`src/rtl/mem_ctrl_pkg.sv`:
```
// Shared encodings for the MEM-stage data-bus controller: RV32I load/store
// funct3 values and the controller state encoding.
package mem_ctrl_pkg;

  localparam logic [2:0] F3_LB  = 3'b000;
  localparam logic [2:0] F3_LH  = 3'b001;
  localparam logic [2:0] F3_LW  = 3'b010;
  localparam logic [2:0] F3_LBU = 3'b100;
  localparam logic [2:0] F3_LHU = 3'b101;
  localparam logic [2:0] F3_SB  = 3'b000;
  localparam logic [2:0] F3_SH  = 3'b001;
  localparam logic [2:0] F3_SW  = 3'b010;

  typedef enum logic [1:0] {
    IDLE = 2'd0,
    REQ  = 2'd1,
    WAIT = 2'd2,
    DONE = 2'd3
  } state_t;

endpackage

```
`src/rtl/mem_lane_align.sv`:
```
// Combinational byte-lane logic: legality/alignment check for the incoming
// access, byte enables and lane replication for stores, and extraction plus
// sign/zero extension of the returned load word.
module mem_lane_align (
  input  logic        is_write,
  input  logic [2:0]  funct3,
  input  logic [1:0]  addr_lo,
  input  logic [31:0] store_data,
  input  logic [2:0]  ld_funct3,
  input  logic [1:0]  ld_addr_lo,
  input  logic [31:0] rdata,
  output logic        access_ok,
  output logic [3:0]  be,
  output logic [31:0] wdata,
  output logic [31:0] load_fmt
);
  import mem_ctrl_pkg::*;

  logic        legal;
  logic        aligned;
  logic [7:0]  ld_byte;
  logic [15:0] ld_half;

  // Legal funct3 depends on direction; alignment depends only on access size.
  always_comb begin
    legal   = 1'b0;
    aligned = 1'b1;
    if (is_write) begin
      legal = (funct3 == F3_SB) || (funct3 == F3_SH) || (funct3 == F3_SW);
    end else begin
      legal = (funct3 == F3_LB) || (funct3 == F3_LH) || (funct3 == F3_LW) ||
              (funct3 == F3_LBU) || (funct3 == F3_LHU);
    end
    case (funct3[1:0])
      2'b01:   aligned = ~addr_lo[0];
      2'b10:   aligned = (addr_lo == 2'b00);
      default: aligned = 1'b1;
    endcase
  end

  assign access_ok = legal & aligned;

  // Stores replicate the datum across all lanes so the enables pick the target.
  always_comb begin
    be    = 4'b1111;
    wdata = '0;
    if (is_write) begin
      case (funct3)
        F3_SB: begin
          be    = 4'b0001 << addr_lo;
          wdata = {4{store_data[7:0]}};
        end
        F3_SH: begin
          be    = addr_lo[1] ? 4'b1100 : 4'b0011;
          wdata = {2{store_data[15:0]}};
        end
        default: begin
          be    = 4'b1111;
          wdata = store_data;
        end
      endcase
    end
  end

  // Load lane select uses the offset captured at issue, not the live address.
  always_comb begin
    load_fmt = rdata;
    case (ld_addr_lo)
      2'd0:    ld_byte = rdata[7:0];
      2'd1:    ld_byte = rdata[15:8];
      2'd2:    ld_byte = rdata[23:16];
      default: ld_byte = rdata[31:24];
    endcase
    ld_half = ld_addr_lo[1] ? rdata[31:16] : rdata[15:0];
    case (ld_funct3)
      F3_LB:   load_fmt = {{24{ld_byte[7]}}, ld_byte};
      F3_LH:   load_fmt = {{16{ld_half[15]}}, ld_half};
      F3_LBU:  load_fmt = {24'b0, ld_byte};
      F3_LHU:  load_fmt = {16'b0, ld_half};
      default: load_fmt = rdata;
    endcase
  end

endmodule

```
`src/rtl/mem_access_ctrl.sv`:
```
// MEM-stage data-bus sequencer. Issues one req/gnt/rvalid transaction per
// load or store, stalls the pipeline until it completes, and reports
// misaligned/illegal accesses and bus timeouts as single-cycle pulses.
//
// state | meaning
// IDLE  | no access in flight; a legal access is issued from here
// REQ   | bus_req held, waiting for bus_gnt
// WAIT  | load granted, waiting for bus_rvalid
// DONE  | one unstalled cycle so the pipeline moves past the access
module mem_access_ctrl #(
  parameter int TIMEOUT_CYCLES = 255,
  parameter int CNT_W          = 8
) (
  input  logic        clk,
  input  logic        reset_n,
  input  logic        mem_MemRead,
  input  logic        mem_MemWrite,
  input  logic [2:0]  mem_funct3,
  input  logic [31:0] mem_alu_result,
  input  logic [31:0] mem_write_data,
  output logic        stall,
  output logic [31:0] load_data,
  output logic        load_valid,
  output logic        access_err,
  output logic        timeout_err,
  output logic        bus_req,
  output logic        bus_we,
  output logic [31:0] bus_addr,
  output logic [31:0] bus_wdata,
  output logic [3:0]  bus_be,
  input  logic        bus_gnt,
  input  logic        bus_rvalid,
  input  logic [31:0] bus_rdata
);
  import mem_ctrl_pkg::*;

  localparam logic [CNT_W-1:0] CNT_LAST = CNT_W'(TIMEOUT_CYCLES - 1);

  state_t           state;
  logic [CNT_W-1:0] cnt;
  logic [2:0]       ld_funct3;
  logic [1:0]       ld_addr_lo;
  logic             access;
  logic             access_ok;
  logic             cnt_last;
  logic [3:0]       be_next;
  logic [31:0]      wdata_next;
  logic [31:0]      load_fmt;

  assign access   = mem_MemRead | mem_MemWrite;
  assign cnt_last = (cnt == CNT_LAST);

  mem_lane_align u_lane (
    .is_write   (mem_MemWrite),
    .funct3     (mem_funct3),
    .addr_lo    (mem_alu_result[1:0]),
    .store_data (mem_write_data),
    .ld_funct3  (ld_funct3),
    .ld_addr_lo (ld_addr_lo),
    .rdata      (bus_rdata),
    .access_ok  (access_ok),
    .be         (be_next),
    .wdata      (wdata_next),
    .load_fmt   (load_fmt)
  );

  // Stall is combinational so the issuing cycle already holds the pipeline.
  assign stall = ((state == IDLE) && access && access_ok) ||
                 (state == REQ) || (state == WAIT);

  // Transaction sequencer with registered bus outputs and result pulses.
  always_ff @(posedge clk) begin
    if (!reset_n) begin
      state       <= IDLE;
      cnt         <= '0;
      bus_req     <= 1'b0;
      bus_we      <= 1'b0;
      bus_addr    <= '0;
      bus_wdata   <= '0;
      bus_be      <= '0;
      load_data   <= '0;
      load_valid  <= 1'b0;
      access_err  <= 1'b0;
      timeout_err <= 1'b0;
      ld_funct3   <= '0;
      ld_addr_lo  <= '0;
    end else begin
      load_valid  <= 1'b0;
      access_err  <= 1'b0;
      timeout_err <= 1'b0;
      case (state)
        IDLE: begin
          if (access) begin
            if (access_ok) begin
              bus_req    <= 1'b1;
              bus_we     <= mem_MemWrite;
              bus_addr   <= {mem_alu_result[31:2], 2'b00};
              bus_be     <= be_next;
              bus_wdata  <= wdata_next;
              ld_funct3  <= mem_funct3;
              ld_addr_lo <= mem_alu_result[1:0];
              cnt        <= '0;
              state      <= REQ;
            end else begin
              access_err <= 1'b1;
            end
          end
        end
        REQ: begin
          cnt <= cnt + 1'b1;
          // A read granted in the last budgeted cycle cannot still receive
          // data in time, so it is treated as a timeout.
          if (bus_gnt && (bus_we || !cnt_last)) begin
            bus_req <= 1'b0;
            state   <= bus_we ? DONE : WAIT;
          end else if (cnt_last) begin
            bus_req     <= 1'b0;
            timeout_err <= 1'b1;
            load_data   <= '0;
            state       <= DONE;
          end
        end
        WAIT: begin
          cnt <= cnt + 1'b1;
          if (bus_rvalid) begin
            load_data  <= load_fmt;
            load_valid <= 1'b1;
            state      <= DONE;
          end else if (cnt_last) begin
            timeout_err <= 1'b1;
            load_data   <= '0;
            state       <= DONE;
          end
        end
        DONE: begin
          cnt   <= '0;
          state <= IDLE;
        end
        default: state <= IDLE;
      endcase
    end
  end

endmodule

```
`config.mk`:
```
export PLATFORM = sky130hd
export DESIGN_NAME = mem_access_ctrl
export DESIGN_NICKNAME = d
export VERILOG_FILES = /design/src/rtl/mem_ctrl_pkg.sv /design/src/rtl/mem_lane_align.sv /design/src/rtl/mem_access_ctrl.sv
export SDC_FILE = /design/constraint.sdc
export NUM_CORES = 1
export LEC_CHECK = 0
export CELL_PAD_IN_SITES_DETAIL_PLACEMENT = 0
export CELL_PAD_IN_SITES_GLOBAL_PLACEMENT = 1
export CORE_ASPECT_RATIO = 1.5
export CORE_MARGIN = 2
export CORE_UTILIZATION = 34
export CTS_CLUSTER_DIAMETER = 40
export DETAILED_ROUTE_END_ITERATION = 12
export PLACE_DENSITY_LB_ADDON = 0.1
export SLEW_MARGIN = 10
export SYNTH_ARGS = -nofsm -noshare
export SYNTH_HDL_FRONTEND = slang
export SYNTH_SLANG_ARGS = --single-unit
```
`constraint.sdc`:
```
create_clock -name clk -period 5.4 [get_ports clk]
set_input_delay 1.35 -clock clk [delete_from_list [all_inputs] [get_ports clk]]
set_output_delay 1.35 -clock clk [all_outputs]
set_load 0.02 [all_outputs]
```
==> results of run 1 <==
cell type report:
type,instances,share of cell area [%]
tap,203,3.15
inverter,14,0.652
sequential,118,29.3
timing repair buffer,218,26.7
clock buffer,21,5.83
clock inverter,9,0.683
multi-input combinational,432,33.7
registers in the layout, indices dropped and copies added (netlist names), 2 cells and up:
signal      cells
bus_addr       30
cnt             8
ld_funct3       3
state           2
bus_be          4
ld_addr_lo      2
bus_wdata      32
load_data      32
worst paths after layout:
path / start / end / slack, ns / cells past startpoint
setup reg to reg: cnt[0] / load_data[7] / 2.61 / 7
hold reg to reg: load_data[6] / load_data[6] / 0.46 / 1
hold / removal: load_data[6] / load_data[6] / 0.46 / 1
setup / recovery: mem_funct3[1] / stall / 0.19 / 7
placed cells by master, fill, tap and decap left out, types with 4 or more instances in the layout:
| cell type | instances |
|---|---|
| o21ai_0 | 7 |
| nand4_1 | 5 |
| a221oi_1 | 8 |
| buf_4 | 10 |
| clkbuf_16 | 17 |
| o211ai_1 | 4 |
| or3_1 | 5 |
| o211a_1 | 4 |
| inv_1 | 14 |
| dfxtp_1 | 118 |
| o221ai_1 | 8 |
| nor2_1 | 23 |
| clkinv_2 | 5 |
| nand3_1 | 26 |
| nand2_1 | 120 |
| clkinvlp_4 | 4 |
| a221o_1 | 16 |
| nand2b_1 | 9 |
| ha_1 | 9 |
| o2bb2ai_1 | 46 |
| a21oi_1 | 26 |
| clkdlybuf4s50_1 | 207 |
| a21boi_0 | 45 |
| and2_1 | 8 |
| and3_1 | 10 |
per-stage QoR:
step                      utilization [%]  power (W)  std cells  worst slack [ns]  hold WS, ns
after floorplan                         -    0.00139        611              1.17        0.451
final                                52.1    0.00268       1015             0.191        0.456
after global placement               48.7    0.00170        985             0.266        0.443
after detailed placement             48.7    0.00171        985             0.189        0.445
after global routing                 52.1    0.00283       1015            0.0602        0.477
after CTS                            52.1    0.00272       1015             0.182        0.463
cell families after synthesis:
logic type / Yosys count / synth area share [%]
AOI/OAI and AO/OA: 191 / 28.1
and+or+nand+nor: 227 / 19.8
buffers and inverters: 61 / 4.91
muxes: 3 / 0.611
DFF: 118 / 44.4
adders and majority gates: 9 / 2.12
other: 1 / 0.0705
per-layer routing:
| metal | vias to the layer above | global-route usage [%] |
|---|---|---|
| met5 | - | 0 |
| met2 | 185 | 36.2 |
| li1 | 2594 | - |
| met3 | 11 | 6.87 |
| met4 | 0 | 5.39 |
| met1 | 2443 | 23.7 |
power by group:
group,total (W),internal [W],switching (W)
sequential,0.000992,0.000939,0.0000526
clock,0.00100,0.000612,0.000388
combinational,0.000691,0.000306,0.000384
total,0.00268,0.00186,0.000825
==> metrics.md, run 1 <==
| Metric | Value |
|---|---|
| Die height | `157 microns` |
| Worst setup EP type | `output pin` |
| Ys flop type | `dfxtp_1` |
| Slew Limit Fails | `0` |
| TritonCTS Buffers | `17` |
| DR vias | `5233` |
| Most common cell in the netlist | `nand2_1` |
| TritonCTS Sinks | `118` |
| Post-synth top cells | `120 x nand2_1, 118 x dfxtp_1, 46 x o2bb2ai_1` |
| Peak supply drop | `0.000187 V` |
| Hold_buf cts | `0` |
| CP Class | `in -> out` |
| Synthesized area | `0.00532 sq mm` |
| Storage cell area | `0.00236 sq mm` |
| Clock slew at reported path FFs | `0.05 ns` |
| Number of vias per cell | `5.16` |
| Worst path slowest cell | `clkdlybuf4s50_1` |
| Flip-flop and latch count after synthesis | `118` |
| Area grow syn2layout | `51.5%` |
| CP peak stage delay | `0.57 ns` |
| Crit path max fanout | `7` |
| Cells after Synth | `610` |
| Root Buffer | `clkbuf_16` |
| Resized Gates After CTS | `0` |
| Largest net degree at the start of global routing | `54` |
| Max Used Layer | `met4` |
| Worst path most repeated cell | `clkdlybuf4s50_1` |
| Clock Path Buffers | `2` |
| Fmax | `0.192 GHz` |
| Drc violations | `0` |
| H-tree depth | `4` |
| Max Cap Viol | `0` |
| Initial antenna violation count | `0` |
| Sequential element share of the synthesized area | `44.4%` |
| Synth top area share | `44.4%` |
| DP Area | `0.00754 sq mm` |
| Post-synth EDFFs | `0` |
| Post-synth cell types | `57` |
| Number of fill cells | `1475` |
| Leak | `2.92 nW` |
| Met3 WL | `1.28 mm` |
| WL met2 | `8.59 mm` |
| Worst EP required | `4.05 ns` |
| DIE AREA | `0.0167 sq mm` |
| Critical path data arrival time | `3.86 ns` |
| Avg Cell Area, Syn | `8.73 sq um` |
| Fraction of registers with async set/reset | `0%` |
| CP Launch Type | `primary input` |
| Status | `completed` |
| Vias in the first global route | `5300` |
| Die X | `106 microns` |
| Cell family with most CP delay | `buffers and inverters` |
| WP buf/inv | `3` |
| Setup Skew | `0.00973 ns` |
| Final ANT Viol Nets | `0` |
| TNS Setup | `0 ns` |
| Global-route wire length before repair | `27.3 mm` |
| Metal-1 WL | `6.98 mm` |
| Share of post-route cells with drive strength above 1 | `6.03%` |
| Worst-Skew Late Latency | `0.40 ns` |
| Count of final hold-check violations | `0` |
| Overflow after GRT | `0` |
| First-pass DRT Iterations | `5` |
| Warnings, synthesis | `0` |
| Setup repair bufs after CTS | `0` |
| Rows | `56` |
| IO buf count | `208` |
| # IOs | `211` |
| Routed WL per cell | `16.7 microns` |
| RePlAce Congestion | `0.824` |
| Period utilisation layout | `96.5%` |
| Total wire length | `17.0 mm` |
| Nets@finish | `915` |
| # diodes | `0` |
| Cells along the critical path | `clkdlybuf4s50_1 > inv_1 > ha_1 > a221oi_1 > nor4b_4 > or3_1 > clkdlybuf4s50_1` |
| Largest area contributor in the netlist | `dfxtp_1` |
| Crit path time final | `5.21 ns` |
| Starting Density | `34.4%` |
| PwrDens | `333 mW/mm^2` |
| CTS tree | `built` |
| RSZ-0062 raised after global routing | `no` |
| Hold Crit Class | `reg -> reg` |
| Core footprint | `0.0155 sq mm` |
| Post-DP HPWL | `12.4 mm` |
| Synth top area cells | `dfxtp_1 44%, nand2_1 8.5%, o2bb2ai_1 7.6%, a21boi_0 6.3%, a221o_1 3.0%` |
| Area of the multi-input gates | `0.00272 sq mm` |
| 1st-iter DRT viols | `250` |
| Slew HR | `30.8%` |
| Worst-margin pin slew | `1.04 ns` |
| Cell area after layout | `0.00806 sq mm` |
| Overall Global Routing Usage | `20.5%` |
| Final number of setup-violating endpoints | `0` |
No activity file was read; power rests on OpenSTA's default activity.
==> inputs of run 2 (changes only) <==
--- a/config.mk
+++ b/config.mk
@@ -13,6 +13,7 @@
 export CTS_CLUSTER_DIAMETER = 40
 export DETAILED_ROUTE_END_ITERATION = 12
 export PLACE_DENSITY_LB_ADDON = 0.1
+export REMOVE_ABC_BUFFERS = 1
 export SLEW_MARGIN = 10
 export SYNTH_ARGS = -nofsm -noshare
 export SYNTH_HDL_FRONTEND = slang
==> metrics.md, run 2 (synthesized netlist as in run 1, its figures left out) <==
| Metric | Value |
|---|---|
| Status | `completed` |
| Period utilisation layout | `95.2%` |
| DR vias | `5271` |
| PwrDens | `335 mW/mm^2` |
| WP buf/inv | `4` |
| Worst EP required | `4.05 ns` |
| Worst-margin pin slew | `1.25 ns` |
| Crit path time final | `5.14 ns` |
| Max Cap Viol | `0` |
| CP Launch Type | `primary input` |
| Number of vias per cell | `5.19` |
| Starting Density | `34.4%` |
| RePlAce Congestion | `0.814` |
| IO buf count | `208` |
| Share of post-route cells with drive strength above 1 | `6.28%` |
| Die X | `106 microns` |
| Root Buffer | `clkbuf_16` |
| Setup repair bufs after CTS | `0` |
| TritonCTS Sinks | `118` |
| Worst path slowest cell | `clkdlybuf4s50_1` |
| Overflow after GRT | `0` |
| Drc violations | `0` |
| Crit path max fanout | `6` |
| Routed WL per cell | `16.7 microns` |
| Post-DP HPWL | `11.9 mm` |
| 1st-iter DRT viols | `250` |
| Slew Limit Fails | `0` |
| Leak | `2.91 nW` |
| Worst setup EP type | `output pin` |
| Global-route wire length before repair | `26.9 mm` |
| Pwr Total | `0.00271 W` |
| Setup Skew | `0.0139 ns` |
| Worst-Skew Late Latency | `0.42 ns` |
| CTS tree | `built` |
| Most common cell after layout, fill and taps aside | `clkdlybuf4s50_1` |
| Count of final hold-check violations | `0` |
| Rows | `56` |
| CP peak stage delay | `0.56 ns` |
| Cells along the critical path | `clkdlybuf4s50_1 > inv_1 > ha_1 > inv_1 > a221oi_1 > nor4b_4 > or3_1 > clkdlybuf4s50_1` |
| # IOs | `211` |
| Cell family with most CP delay | `buffers and inverters` |
| Resized Gates After CTS | `0` |
| Total wire length | `16.9 mm` |
| Hold_buf cts | `0` |
| Peak supply drop | `0.000176 V` |
| Most frequent cells in the layout | `207 x clkdlybuf4s50_1, 120 x nand2_1, 118 x dfxtp_1, 46 x o2bb2ai_1, 45 x a21boi_0` |
| Final number of setup-violating endpoints | `0` |
| # diodes | `0` |
| Nets@finish | `913` |
| Fin Hold WS | `0.459 ns` |
| H-tree depth | `4` |
| Core footprint | `0.0155 sq mm` |
| Clock slew at reported path FFs | `0.06 ns` |
| Clock Path Buffers | `2` |
| Die height | `157 microns` |
| TritonCTS Buffers | `17` |
| CP Class | `in -> out` |
| Area grow syn2layout | `51.9%` |
| Largest net degree at the start of global routing | `54` |
| RSZ-0062 raised after global routing | `no` |
| Slew HR | `16.3%` |
| Initial antenna violation count | `1` |
| Fmax | `0.194 GHz` |
| Final ANT Viol Nets | `0` |
| DIE AREA | `0.0167 sq mm` |
| First-pass DRT Iterations | `4` |
| Largest regs | `bus_wdata x32, load_data x32, bus_addr x30` |
| Hold Crit Class | `reg -> reg` |
| Vias in the first global route | `5347` |
| Overall Global Routing Usage | `20.3%` |
| Critical path data arrival time | `3.79 ns` |
[run 2: cell types whose count changed in the layout (fill, tap and decap cells not counted)]
cell        before  now
buf_4           10    8
clkbuf_8         3    1
clkinv_2         5    1
clkinv_4         0    4
clkinvlp_4       4    6
inv_6            0    2
nor3_1           3    2
nor3_2           0    1
nor4_2           1    0
nor4_4           0    1
or4b_1           1    0
or4b_2           0    1
[run 2: path summary, 6_finish.rpt]
| path | startpoint | end | slack (ns) | depth (start not counted) |
|---|---|---|---|---|
| max | mem_funct3[1] | stall | 0.26 | 8 |
| max reg2reg | cnt[0] | load_data[7] | 2.73 | 7 |
| min | bus_wdata[2] | bus_wdata[2] | 0.46 | 2 |
| min reg2reg | bus_wdata[2] | bus_wdata[2] | 0.46 | 2 |
[run 2: stage by stage]
step	setup slack (ns)	std cells	area, sq um	utilization [%]	setup TNS, ns
2_1_floorplan	-0.687	564	5120	-	-0.687
3_3_place_gp	0.307	983	7540	48.7	0
3_5_place_dp	0.229	983	7540	48.7	0
4_1_cts	0.224	1015	8080	52.2	0
5_1_grt	0.116	1015	8080	52.2	0
6_report	0.257	1015	8080	52.2	0
[run 2: final cells by class]
cell class / count / area, sq um
clock buffers: 19 / 443
clock inverters: 13 / 103
fillers: 1476 / 7400
inverters: 14 / 52.6
multi-input cells: 432 / 2730
flip-flops and latches: 118 / 2360
well taps: 203 / 254
repair buffers: 216 / 2140
[run 2: layer usage]
metal	wire length [microns]	global-route usage (%)	part of all wire [%]
met4	348	8.96	2.1
met5	5	0	0.030
met2	8560	35.8	51
met3	1350	7.45	8.0
met1	6640	21.5	39
[run 2: report_power, final]
group / total [W] / switching [W] / leakage [nW] / internal (W)
Clock: 0.00103 / 0.000424 / 0.248 / 0.000601
Combinational: 0.000690 / 0.000384 / 1.70 / 0.000306
Sequential: 0.000990 / 0.0000518 / 0.957 / 0.000939
[run 2: tightest hold or removal path, stage by stage, from the launching register on]
cell and delay, ns:
dfxtp_1 0.31, nand2_1 0.04, a21boi_0 0.06
